### config.mk
export PLATFORM = sky130hd
export DESIGN_NAME = fetch_unit
export DESIGN_NICKNAME = d
export VERILOG_FILES = /design/src/rtl/fetch_unit.sv
export SDC_FILE = /design/constraint.sdc
export NUM_CORES = 1
export LEC_CHECK = 0
export ABC_AREA = 1
export CAP_MARGIN = 20
export CORE_MARGIN = 2
export CORE_UTILIZATION = 42
export CTS_BUF_LIST = sky130_fd_sc_hd__clkbuf_8
export CTS_CLUSTER_DIAMETER = 120
export DETAILED_ROUTE_END_ITERATION = 8
export PLACE_DENSITY = 0.64
export SLEW_MARGIN = 20
export SYNTH_ARGS = -nofsm -noshare
export SYNTH_HDL_FRONTEND = slang
export SYNTH_SLANG_ARGS = --single-unit
### constraint.sdc
create_clock -name clock -period 4 [get_ports clock]
set_clock_uncertainty 0.05 [all_clocks]
set_input_delay 0.6 -clock clock [delete_from_list [all_inputs] [get_ports clock]]
set_output_delay 0.6 -clock clock [all_outputs]
set_load 0.05 [all_outputs]
### src/rtl/fetch_unit.sv
// PC / fetch stage: issues one address per cycle to a 1-cycle-latency instruction memory and
// buffers returned instructions with their PCs in a small shift FIFO toward decode.
module fetch_unit #(
  parameter int unsigned       ADDR_W    = 16,
  parameter int unsigned       INSTR_W   = 8,
  parameter logic [ADDR_W-1:0] RESET_PC  = '0,
  parameter int unsigned       BUF_DEPTH = 2
) (
  input  logic               clock,
  input  logic               reset,
  output logic [ADDR_W-1:0]  imem_address,
  input  logic [INSTR_W-1:0] imem_instruction,
  input  logic               redirect_valid,
  input  logic [ADDR_W-1:0]  redirect_pc,
  input  logic               halt,
  output logic               out_valid,
  input  logic               out_ready,
  output logic [INSTR_W-1:0] out_instruction,
  output logic [ADDR_W-1:0]  out_pc
);

  localparam int unsigned CntW = $clog2(BUF_DEPTH + 1);

  logic [ADDR_W-1:0]  pc_q, pc_d;
  logic               inflight_q, inflight_d;
  logic [ADDR_W-1:0]  inflight_pc_q, inflight_pc_d;
  logic [CntW-1:0]    count_q, count_d;
  logic [INSTR_W-1:0] ent_instr_q [BUF_DEPTH];
  logic [INSTR_W-1:0] ent_instr_d [BUF_DEPTH];
  logic [ADDR_W-1:0]  ent_pc_q [BUF_DEPTH];
  logic [ADDR_W-1:0]  ent_pc_d [BUF_DEPTH];

  logic pop, push, issue;
  int   wr_idx;

  always_comb begin
    pop    = (count_q != '0) && out_ready;
    push   = inflight_q && !redirect_valid;
    // Credit counts the in-flight response so a push can never find the buffer full.
    issue  = !halt && !redirect_valid &&
             ((int'(count_q) + int'(inflight_q) - int'(pop)) < int'(BUF_DEPTH));
    wr_idx = int'(count_q) - int'(pop);

    pc_d          = pc_q;
    inflight_d    = 1'b0;
    inflight_pc_d = inflight_pc_q;
    if (redirect_valid) begin
      pc_d = redirect_pc;
    end else if (issue) begin
      pc_d          = pc_q + ADDR_W'(1);
      inflight_d    = 1'b1;
      inflight_pc_d = pc_q;
    end

    ent_instr_d = ent_instr_q;
    ent_pc_d    = ent_pc_q;
    // On flush the head is left alone so the empty outputs hold their last values.
    if (pop && !redirect_valid) begin
      for (int i = 0; i < int'(BUF_DEPTH) - 1; i++) begin
        if (i + 1 < int'(count_q)) begin
          ent_instr_d[i] = ent_instr_q[i+1];
          ent_pc_d[i]    = ent_pc_q[i+1];
        end
      end
    end
    for (int i = 0; i < int'(BUF_DEPTH); i++) begin
      if (push && i == wr_idx) begin
        ent_instr_d[i] = imem_instruction;
        ent_pc_d[i]    = inflight_pc_q;
      end
    end

    if (redirect_valid) begin
      count_d = '0;
    end else begin
      count_d = CntW'(int'(count_q) + int'(push) - int'(pop));
    end
  end

  always_ff @(posedge clock or posedge reset) begin
    if (reset) begin
      pc_q          <= RESET_PC;
      inflight_q    <= 1'b0;
      inflight_pc_q <= '0;
      count_q       <= '0;
      for (int i = 0; i < int'(BUF_DEPTH); i++) begin
        ent_instr_q[i] <= '0;
        ent_pc_q[i]    <= '0;
      end
    end else begin
      pc_q          <= pc_d;
      inflight_q    <= inflight_d;
      inflight_pc_q <= inflight_pc_d;
      count_q       <= count_d;
      ent_instr_q   <= ent_instr_d;
      ent_pc_q      <= ent_pc_d;
    end
  end

  assign imem_address    = pc_q;
  assign out_valid       = (count_q != '0);
  assign out_instruction = ent_instr_q[0];
  assign out_pc          = ent_pc_q[0];

  no_overflow_a: assert property (@(posedge clock) disable iff (reset)
    !(push && !pop && (count_q == CntW'(BUF_DEPTH))));

endmodule
==> flow_summary.toml <==
[status]
status = "complete, no violations"

[worst_setup_path]
arrival_ns = 3.14
worstSetupPathType = "in2reg"
worst-path-max-fanout = 33
cp.required_ns = 4.24
startpoint_type = "input port"
critPathCaptureType = "register"
r2r.worst_path.cells = 15

[clock_tree]
cts-root-buf = "clkbuf_8"
clock_latency_ns = 0.35
postCtsSetupBuffers = 0
cts.repair.resized = 0
htree_levels = 3
holdBufCountCts = 0
numCtsBuffers = 9
path_clk_slew_ns = 0.09
cts_sinks = 83
cts_tree = "yes"
clockBufferDepth = 2

[timing]
worst_pin_slew_ns = 0.836
rsz0062_at_grt = "no"
setup_viol = 0
min_period_over_period_pct = 72.6
min_period_ns = 2.90
finalHoldViolations = 0
final.setup.tns_ns = 0
fmax_ghz = 0.344
slew_viol_final = 0
relSlewSlack_pct = 44.3

[layout]
nets = 598
antenna_cells = 0
postLayoutCoreUtil_pct = 51.6
area_delta_synth_final_pct = 18.4
drive_gt1_share_pct = 6.50
fin_area_sq_um = 5090

[drt]
drt-total-wl_um = 9130
vias = 3423
drt_iter0_drc = 171
ant_nets = 0
via_per_inst = 4.88
wl_per_cell_um = 13.0
drtPass1Iterations = 5
drc = 0

[min_path]
worstHoldPathType = "reg2reg"
whs_path_depth = 2

[power_and_ir_drop]
power_uw = 3920
vdd_drop_max_mv = 0.341
power_leakage_uw = 0.00251
powerDensity_nw_per_um2 = 770

[floorplanning]
io_pins = 70
dieArea_sq_um = 11100
die_w_um = 105
initial_utilization_pct = 43.6
rows = 36
die_h_um = 105
core_area_sq_um = 9860

[place]
dp_hpwl_um = 6370
port-buffer-count = 69
gp_congestion = 0.829
placed_cell_area_sq_um = 4870

[run]
drv_cap = 0

[logic_synthesis]
synth.avg_cell_area_sq_um = 8.19
synth.cell_area_sq_um = 4300
syn_nets = 559
yosysWarnings = 0
yosysUniqueCellTypes = 22
synthCells = 525
seq_area_frac_synth_pct = 48.3
ys_ff_latch = 83

[global_route]
grt_pass1_wl_um = 16100
grt_overflow = 0
grt_antenna_before_repair = 0
grt_pass1_vias = 3425
track_usage_pct = 17.8
grt_max_degree = 50
[placed cells by master, fill, tap and decap left out, types with 4 or more instances in the layout]
cell	count
buf_4	7
nand2_2	4
o221ai_1	24
o211ai_1	5
inv_1	81
clkbuf_8	10
ha_1	4
o21ai_0	21
nand2_1	128
nand3_1	88
clkdlybuf4s50_1	69
dfrtp_1	83
nor2_1	20
inv_2	4
[Yosys cell counts (all sizes together)]
cell type,count,area share [%]
clkinv,1,0.20
ha,4,1.2
o211ai,5,0.87
o21ai,21,2.4
xor2,3,0.61
buf,43,7.6
clkbuf,5,0.44
inv,86,7.5
nand2,135,13
nor2,20,1.7
nand4,2,0.29
fa,1,0.47
a21oi,3,0.35
nor3,1,0.38
dfrtp,83,48
o221ai,24,4.9
nand3,88,10
[registers in the layout, indices dropped and copies added, names as in the netlist]
register	cells
out_instruction	8
imem_address	16
count_q	2
inflight_q	1
out_pc	16
ent_pc_q	16
inflight_pc_q	16
ent_instr_q	8
[area by class of cell]
class,count,area [sq um]
Tap cell,133,166
Clock buffer,10,138
Timing Repair Buffer,76,743
Sequential cell,83,2080
Clock inverter,6,88.8
Multi-Input combinational cell,307,1550
Inverter,87,333
Fill cell,960,4770
[cells by family after synthesis]
| group | share of synthesized area [%] |
|---|---|
| xor gates and xnor gates | 0.611 |
| adders and majority gates | 1.63 |
| and+or+nand+nor | 25.2 |
| AOI/OAI and AO/OA | 8.55 |
| DFF | 48.3 |
| buffers and inverters | 15.7 |
[worst max-delay path: stages]
cell and delay [ns]:
clkdlybuf4s50_1 0.51, nand2_2 0.09, inv_2 0.06, nand2_2 0.07, nand2_4 0.25, nand2_1 0.11
fa_1 0.50, nand2_1 0.05, nor2_1 0.10, nand2_2 0.19, buf_4 0.29, nor2_1 0.14
nand3_1 0.08, nand3_1 0.09
[per-layer routing]
| metal | track usage (%) | share of wire [%] |
|---|---|---|
| met1 | 25.8 | 50 |
| met2 | 26.4 | 43 |
| met4 | 6.57 | 1.6 |
| met3 | 3.56 | 5.7 |
| met5 | 0 | 0 |
[report_power, final]
part	internal, uW	total (uW)	leakage (uW)	switching, uW
registers	1160	1430	0.00107	265
clock network	369	674	0.000108	306
logic	601	1820	0.00134	1220
[path summary, 6_finish.rpt]
path	slack (ns)	start	endpoint
max	1.10	out_ready	imem_address[13]
max in group asynchronous	2.49	reset	ent_pc_q[7]
min reg2reg	0.42	ent_pc_q[10]	ent_pc_q[10]
min	0.42	ent_pc_q[10]	ent_pc_q[10]
max reg2reg	1.21	count_q[1]	imem_address[13]
min in group asynchronous	0.65	reset	imem_address[11]
[through the flow]
| step | std cells | hold WS, ns | setup WS, ns |
|---|---|---|---|
| 2_1_floorplan | 525 | 0.392 | 1.21 |
| 3_3_place_gp | 686 | 0.403 | 0.775 |
| 3_5_place_dp | 686 | 0.408 | 0.724 |
| 4_1_cts | 702 | 0.429 | 1.09 |
| 5_1_grt | 702 | 0.456 | 0.848 |
| 6_report | 702 | 0.425 | 1.10 |
Note: power is estimated with default switching activity, not from simulation.
